<file path="src/rtl/mdu_seq.sv">
// mdu_seq: sequential 32-bit multiply/divide unit (shift-add MUL, restoring DIV/DIVU/REM/REMU).
// Optional macro MDU_DIV0_FAST_EN: divide-by-zero requests finish straight from PREP.
module mdu_seq (
   input  logic        clk,
   input  logic        reset,
   input  logic        start,
   input  logic [3:0]  op,
   input  logic [31:0] a,
   input  logic [31:0] b,
   input  logic        kill,
   output logic        busy,
   output logic        done,
   output logic [31:0] result,
   output logic        zero
);

   localparam logic [3:0] OP_MUL  = 4'b1010;
   localparam logic [3:0] OP_DIV  = 4'b1011;
   localparam logic [3:0] OP_DIVU = 4'b1100;
   localparam logic [3:0] OP_REM  = 4'b1101;
   localparam logic [3:0] OP_REMU = 4'b1110;

   typedef enum logic [2:0] {
      S_IDLE = 3'd0,
      S_PREP = 3'd1,
      S_RUN  = 3'd2,
      S_FIX  = 3'd3,
      S_DONE = 3'd4
   } state_t;

   function automatic logic op_legal(input logic [3:0] o);
      case (o)
         OP_MUL, OP_DIV, OP_DIVU, OP_REM, OP_REMU: op_legal = 1'b1;
         default:                                  op_legal = 1'b0;
      endcase
   endfunction

   state_t      state_q;
   logic [3:0]  op_q;
   logic [31:0] a_q;
   logic [31:0] b_q;
   logic [63:0] acc_q;
   logic [32:0] rem_q;
   logic [4:0]  cnt_q;
   logic        q_neg_q;
   logic        r_neg_q;
   logic        busy_q;
   logic        done_q;
   logic [31:0] result_q;
   logic        zero_q;

   logic        op_mul_d;
   logic        op_signed_d;
   logic        div_by0_d;
   logic        div0_fast_d;
   logic [32:0] mul_sum_d;
   logic [63:0] mul_acc_d;
   logic [33:0] rem_sh_d;
   logic [32:0] div_sub_d;
   logic        div_ok_d;
   logic [32:0] div_rem_d;
   logic [31:0] div_quo_d;
   logic [31:0] fix_d;

   // Datapath step values and the sign-corrected final result
   always_comb begin
      op_mul_d    = (op_q == OP_MUL);
      op_signed_d = (op_q == OP_DIV) || (op_q == OP_REM);
      div_by0_d   = (b_q == 32'd0);
`ifdef MDU_DIV0_FAST_EN
      div0_fast_d = !op_mul_d && div_by0_d;
`else
      div0_fast_d = 1'b0;
`endif
      // acc_q holds {partial product, multiplier} for MUL and the dividend/quotient in [31:0] for divide
      mul_sum_d = {1'b0, acc_q[63:32]} + {1'b0, (acc_q[0] ? a_q : 32'd0)};
      mul_acc_d = {mul_sum_d, acc_q[31:1]};
      rem_sh_d  = {rem_q, acc_q[31]};
      div_sub_d = rem_sh_d[32:0] - {1'b0, b_q};
      div_ok_d  = (rem_sh_d >= {2'b00, b_q});
      div_rem_d = div_ok_d ? div_sub_d : rem_sh_d[32:0];
      div_quo_d = {acc_q[30:0], div_ok_d};
      case (op_q)
         OP_MUL: fix_d = acc_q[31:0];
         OP_DIV, OP_DIVU: begin
            if (div_by0_d) begin
               fix_d = 32'hFFFF_FFFF;
            end else if (q_neg_q) begin
               fix_d = 32'd0 - acc_q[31:0];
            end else begin
               fix_d = acc_q[31:0];
            end
         end
         OP_REM, OP_REMU: begin
            if (div_by0_d) begin
               fix_d = a_q;
            end else if (r_neg_q) begin
               fix_d = 32'd0 - rem_q[31:0];
            end else begin
               fix_d = rem_q[31:0];
            end
         end
         default: fix_d = 32'd0;
      endcase
   end

   // Control FSM with registered status outputs and datapath registers
   always_ff @(posedge clk or posedge reset) begin
      if (reset) begin
         state_q  <= S_IDLE;
         op_q     <= 4'd0;
         a_q      <= 32'd0;
         b_q      <= 32'd0;
         acc_q    <= 64'd0;
         rem_q    <= 33'd0;
         cnt_q    <= 5'd0;
         q_neg_q  <= 1'b0;
         r_neg_q  <= 1'b0;
         busy_q   <= 1'b0;
         done_q   <= 1'b0;
         result_q <= 32'd0;
         zero_q   <= 1'b1;
      end else if (kill) begin
         state_q <= S_IDLE;
         busy_q  <= 1'b0;
         done_q  <= 1'b0;
      end else begin
         case (state_q)
            S_IDLE: begin
               done_q <= 1'b0;
               if (start && op_legal(op)) begin
                  op_q    <= op;
                  a_q     <= a;
                  b_q     <= b;
                  busy_q  <= 1'b1;
                  state_q <= S_PREP;
               end
            end
            S_PREP: begin
               q_neg_q <= op_signed_d && (a_q[31] ^ b_q[31]);
               r_neg_q <= op_signed_d && a_q[31];
               cnt_q   <= 5'd31;
               rem_q   <= 33'd0;
               if (op_mul_d) begin
                  acc_q <= {32'd0, b_q};
               end else begin
                  acc_q <= {32'd0, (op_signed_d && a_q[31]) ? 32'd0 - a_q : a_q};
                  b_q   <= (op_signed_d && b_q[31]) ? 32'd0 - b_q : b_q;
               end
               if (div0_fast_d) begin
                  result_q <= fix_d;
                  zero_q   <= (fix_d == 32'd0);
                  done_q   <= 1'b1;
                  state_q  <= S_DONE;
               end else begin
                  state_q  <= S_RUN;
               end
            end
            S_RUN: begin
               if (op_mul_d) begin
                  acc_q <= mul_acc_d;
               end else begin
                  acc_q <= {32'd0, div_quo_d};
                  rem_q <= div_rem_d;
               end
               if (cnt_q == 5'd0) begin
                  state_q <= S_FIX;
               end else begin
                  cnt_q <= cnt_q - 5'd1;
               end
            end
            S_FIX: begin
               result_q <= fix_d;
               zero_q   <= (fix_d == 32'd0);
               done_q   <= 1'b1;
               state_q  <= S_DONE;
            end
            S_DONE: begin
               done_q  <= 1'b0;
               busy_q  <= 1'b0;
               state_q <= S_IDLE;
            end
            default: begin
               done_q  <= 1'b0;
               busy_q  <= 1'b0;
               state_q <= S_IDLE;
            end
         endcase
      end
   end

   assign busy   = busy_q;
   assign done   = done_q;
   assign result = result_q;
   assign zero   = zero_q;

endmodule

</file>
<file path="config.mk">
export PLATFORM = sky130hd
export DESIGN_NAME = mdu_seq
export DESIGN_NICKNAME = d
export VERILOG_FILES = /design/src/rtl/mdu_seq.sv
export SDC_FILE = /design/constraint.sdc
export NUM_CORES = 1
export LEC_CHECK = 0
export CORE_MARGIN = 3
export CORE_UTILIZATION = 50
export DETAILED_ROUTE_END_ITERATION = 10
export GPL_TIMING_DRIVEN = 0
export PLACE_DENSITY_LB_ADDON = 0.05
export SLEW_MARGIN = 20
export SYNTH_ARGS = -nofsm -noshare
export SYNTH_HDL_FRONTEND = slang
export SYNTH_SLANG_ARGS = --single-unit
export TNS_END_PERCENT = 30
</file>
<file path="constraint.sdc">
create_clock -name clk -period 9.45 [get_ports clk]
set_input_delay 1.89 -clock clk [delete_from_list [all_inputs] [get_ports clk]]
set_output_delay 1.89 -clock clk [all_outputs]
set_load 0.01 [all_outputs]
</file>
==> metrics.csv, run 1 <==
metric,value,unit
RSZ-0062 raised after global routing,no,
Pwr Total,4.248,mW
post_cts resized,0,
maxcap violations,0,
Final Critical Period,5008,ps
fillers,2940,
Final ANT Viol Nets,0,
Worst EP required,9880,ps
end point of the critical path,rem_q[2],
Worst Setup End Kind,flip-flop,
Post-Syn Area per Cell,7.851,sq um
Final period util,53.00,%
Main synth FF type,dfrtp_1,
vias in the first global route,15730,
initial core utilization,50.80,%
RR Startpoint,acc_q[31],
CP Class,flip-flop to flip-flop,
row count,65,
Clock Path Buffers,3,
"flops & latches, synth",210,
largest net degree at the start of global routing,93,
Inserted Clock Buffers,27,
worst skew pair latency,550,ps
worst-path fanout max,10,
clock sink total,210,
most frequent cell after synthesis,nand2_1,
HP Class,flip-flop to flip-flop,
nets@finish,2328,
"FFs w/ async S/R, synth",100.0,%
crit path from,acc_q[31],
layout cell share with drive strength beyond 1,5.677,%
Global Route Usage Sum,35.33,%
Final Setup Violations,0,
postcts setup bufs,0,
Worst Setup Start Kind,flip-flop,
Syn. warnings,0,
reg2reg path depth,16,
hold-fix buffers at CTS,0,
Wirelength per Cell,23.66,um
flop-to-flop setup slack,4440,ps
gpl congestion,0.9881,
DR iter-0 viols,1875,
CTS tree,yes,
distinct cell type count after synthesis,78,
DR pass1 iterations,6,
peak supply drop,140.8,uV
Cells after Synth,2047,
register area,5256,sq um
die height,185.3,um
DRC viols,0,
"Hold Vio Cnt, Final",0,
Top Ports,107,
"top cells by area, synth","dfrtp_1, o21ai_0, a21oi_1, nand2_1, ha_1",
"Seq/Total Area, Yosys",32.71,%
Pwr per Cell Area,227.6,nW/um^2
initial antenna violation count,2,
Fin Setup TNS,0,ps
via count,16760,
Final HPWL DP,47.70,mm
P_leak,7.792,nW
Peak Freq,199.7,MHz
Post-synth EDFFs,0,
I/O Buffers,105,
H-Tree Depth,1,
clk root buf,clkbuf_16,
grt ovf,0,
area occupied by multi-input gates,10060,sq um
CP arrival,5440,ps
Synth top cells by count,"nand2_1, o21ai_0, a21oi_1",
worst r2r dst,rem_q[2],
first-pass GRT wire length,93.24,mm
Setup Skew,11.74,ps
share of the synthesized area in the top cell type,32.54,%
area of the mapped netlist,16070,sq um
Die Width,185.3,um
Via density,6.436,
Mapped Nets,2191,
Slew headroom,43.13,%
cell taking the most area after synthesis,dfrtp_1,
status,"finished, final reports clean",
Worst-Margin Slew,853.0,ps
clock-pin transition on the worst setup and hold timing paths,70,ps
Area growth syn-to-layout,16.13,%
"Slew Viols, Final",0,
ANT cells,0,
Total Wirelength,61.61,mm
core area,31640,sq um
area of the die,34330,sq um
==> worst max-delay path, cell delays in order, from the launching register on <==
cell and delay, ps:
dfrtp_1 440, inv_1 210, ha_1 220, inv_1 60
fa_1 400, a21o_1 170, a21o_1 200, a2111oi_0 410
o21bai_1 240, a311oi_1 590, o211ai_1 320, or4b_2 660
clkbuf_1 190, clkbuf_1 310, nand2_1 130, o21ai_0 90
a22o_1 220
==> report_power, final <==
part,switching (mW),internal [mW],total [mW]
clock,0.427,0.694,1.12
combinational,1.04,0.646,1.68
sequential,0.353,1.09,1.44
==> layout by cell type, fill, tap and decap left out, types with 25 or more instances in the layout <==
| cell | count |
|---|---|
| nand2_1 | 276 |
| o21ai_0 | 235 |
| a21oi_1 | 227 |
| dfrtp_1 | 209 |
| nor2_1 | 136 |
| clkbuf_1 | 114 |
| clkdlybuf4s50_1 | 105 |
| inv_1 | 72 |
| ha_1 | 70 |
| xor2_1 | 61 |
| xnor2_1 | 60 |
| nor3_1 | 39 |
| nand3_1 | 37 |
| mux2_2 | 37 |
| o31ai_1 | 35 |
| a21o_1 | 33 |
| and2_1 | 33 |
| clkbuf_16 | 27 |
| a211oi_1 | 25 |
==> sequential cells by signal, indices dropped and copies added, names as in the netlist, 3 cells and up <==
name,count
acc_q,64
op_q,4
state_q,3
result,32
rem_q,33
cnt_q,5
b_q,32
a_q,32
==> layout make-up <==
type	count	share of cell area, %
plain buffers	129	2.641
clock buffers	33	4.009
clock inverters	14	1.099
inverters	74	1.528
multi-input cells	1634	53.91
flip-flops and latches	210	28.16
well taps	402	2.695
repair buffers	108	5.953
==> layer usage <==
layer | global-route usage [%] | part of all wire (%)
met3 | 7.993 | 9.5
met5 | 0 | 0.041
met1 | 48.89 | 43
met2 | 51.93 | 42
met4 | 17.80 | 6.2
==> logic make-up after synthesis <==
family                     share of synthesized area [%]
AOI/OAI and AO/OA                                  27.00
and+or+nand+nor                                    19.99
DFF                                                32.71
buffers and inverters                              4.796
xor gates and xnor gates                           6.594
adders and majority gates                          5.699
muxes                                              3.215
==> how the worst min path moves through the flow <==
| stage | slack [ps] | startpoint | depth (start not counted) | to |
|---|---|---|---|---|
| 5_1_grt | 510 | acc_q[46] | 2 | acc_q[46] |
| 6_report | 480 | done | 1 | done |
| 2_1_floorplan | 450 | acc_q[46] | 2 | acc_q[46] |
| 3_5_place_dp | 470 | done | 1 | done |
| 4_1_cts | 490 | done | 1 | done |
| 3_3_place_gp | 470 | done | 1 | done |
==> metrics by stage <==
step                      utilization, %  cells  hold WS [ps]  area, sq um  setup WS [ps]
after floorplan                        -   2047         445.3        16070           1824
after global placement             55.71   2554         466.9        17630          -1330
after detailed placement           55.98   2557         473.3        17710           4143
after CTS                          59.00   2604         486.8        18660           4482
after global routing               59.00   2604         507.9        18660           4071
final                              59.00   2604         484.7        18660           4442
No activity file was read; power rests on OpenSTA's default activity.
==> inputs of run 2 (changes only) <==
clock period = 4.5 ns   (was 9.45 ns; I/O delays follow)
==> run 2 against run 1 <==
- final cell count increased by 0.61%
- maximum frequency is 13% higher
- sequential cell count stayed put
- utilization grew 1.0 points
- first-iteration DRC count is 5.3% lower
- clock power up 120%
- sequential power increased by 110%
- count of clock-buffer cells in the layout is 3 lower
- power rose by 110%
- global-route usage rose by 0.43 points
==> metrics.csv, run 2 (synthesis gave the netlist of run 1 again) <==
metric,value,unit,change
initial core utilization,50.80,%,unchanged
status,"finished, final reports clean",,
via count,16910,,+0.92%
max reg flops,64,,unchanged
Die Width,185.3,um,unchanged
Final HPWL DP,48.52,mm,+1.7%
Global Route Usage Sum,35.76,%,+0.43 points
row count,65,,unchanged
DR iter-0 viols,1776,,-5.3%
grt ovf,0,,unchanged
Worst Setup End Kind,flip-flop,,
Pwr per Cell Area,477.2,nW/um^2,+110%
P_leak,7.948,nW,+2.0%
Slew headroom,36.80,%,-6.3 points
Setup Skew,31.37,ps,+19.63 ps
largest net degree at the start of global routing,35,,-62%
H-Tree Depth,1,,unchanged
Final period util,98.41,%,+45 points
Clock Path Buffers,3,,unchanged
first-pass GRT wire length,94.81,mm,+1.7%
flop-to-flop setup slack,70,ps,-4370 ps
worst-path fanout max,10,,unchanged
core area,31640,sq um,unchanged
initial antenna violation count,2,,unchanged
Inserted Clock Buffers,26,,-3.7%
worst skew pair latency,570,ps,+20 ps
Worst EP required,4920,ps,-4960 ps
fin cells,2620,,+0.61%
RSZ-0062 raised after global routing,yes,,
"Hold Vio Cnt, Final",0,,unchanged
Final ANT Viol Nets,0,,unchanged
Peak Freq,225.8,MHz,+13%
Wirelength per Cell,23.75,um,+0.38%
peak supply drop,314.8,uV,+120%
"Core Util, Final",60.00,%,+1.0 points
Worst Setup Start Kind,flip-flop,,
Final Setup Violations,0,,unchanged
Top Ports,107,,unchanged
area occupied by multi-input gates,10140,sq um,+0.78%
HP Class,flip-flop to flip-flop,,
clock-pin transition on the worst setup and hold timing paths,60,ps,about the same
CP Class,flip-flop to flip-flop,,
DR pass1 iterations,6,,unchanged
I/O Buffers,105,,unchanged
DRC viols,0,,unchanged
biggest regs,"acc_q (64), rem_q (33)",,
Worst-Margin Slew,934.9,ps,+81.85 ps
clk root buf,clkbuf_16,,
"most common cell after layout, fill and taps aside",nand2_1,,
"Slew Viols, Final",0,,unchanged
fillers,2933,,-0.24%
Via density,6.455,,+0.30%
register area,5258,sq um,about the same
area of the die,34330,sq um,unchanged
Area growth syn-to-layout,18.10,%,
CTS tree,yes,,
gpl congestion,1.055,,+6.8%
layout cell share with drive strength beyond 1,7.259,%,+1.6 points
CP arrival,4850,ps,-590 ps
ANT cells,0,,unchanged
maxcap violations,0,,unchanged
nets@finish,2343,,+0.64%
vias in the first global route,16090,,+2.3%
Final Critical Period,4428,ps,-579.7 ps
die height,185.3,um,unchanged
Total Wirelength,62.23,mm,+1.0%
most frequent cells in the layout,"nand2_1, o21ai_0, a21oi_1",,
clock sink total,210,,unchanged
placed insts,2562,,+0.20%
Largest Register,acc_q,,
## run 2: worst paths after layout
path	cells after the start	startpoint	end
setup / recovery	16	acc_q[31]	rem_q[2]
hold / removal	1	done	done
min in group asynchronous	3	reset	result[16]
hold reg to reg	1	done	done
setup reg to reg	16	acc_q[31]	rem_q[2]
max in group asynchronous	6	reset	acc_q[56]
## run 2: worst max-delay path: stages (launching register included)
cell and delay, ps:
dfrtp_1 460, inv_2 150, ha_1 190, inv_1 60
fa_1 410, a21o_1 170, a21o_1 210, a2111oi_2 360
o21bai_1 160, a311oi_2 390, o211ai_1 270, or4b_2 670
clkbuf_1 200, buf_4 230, nand2_1 70, o21ai_0 90
a22o_1 220
## run 2: layer usage
layer	vias to the layer above	wire (um)	GRT usage [%]
li1	7685	-	-
met1	8234	26420	49.40
met2	834	27010	54.91
met3	158	5666	7.266
met4	2	3116	14.74
met5	-	16	0
## run 2: what timing repair did
| action | 4_1_cts | 5_1_grt |
|---|---|---|
| setup buffers | 4 | 7 |
| endpoints found under the setup margin | 38 | 38 |
| hold buffers | 0 | 0 |
| pin swaps | 4 | 4 |
| gates resized for setup | 7 | 25 |
## run 2: cell type report
class | instances | share of cell area [%]
Clock inverter | 17 | 1.477
Timing Repair Buffer | 124 | 6.935
Tap cell | 402 | 2.650
Buffer | 129 | 2.663
Inverter | 74 | 1.483
Clock buffer | 30 | 3.665
Multi-Input combinational cell | 1634 | 53.43
Sequential cell | 210 | 27.70
## run 2: power by group
part	total, mW	switching, mW	internal [mW]
Clock	2.43	0.917	1.51
Combinational	3.60	2.21	1.39
Sequential	3.04	0.747	2.29
Total	9.06	3.87	5.18
## run 2: metrics by stage
stage | hold WS [ps] | power, mW | TNS (ps) | area [sq um] | worst slack, ps
finish | 479.9 | 9.058 | 0 | 18980 | 71.54
global route | 499.4 | 9.535 | -110.3 | 18980 | -60.63
CTS | 482.3 | 8.925 | 0 | 18850 | 17.39
detailed placement | 469.6 | 6.490 | -13850 | 17830 | -546.7
global placement | 465.9 | 6.404 | -208770 | 17630 | -946.1
floorplan | 445.3 | 5.121 | 0 | 16080 | 338.9
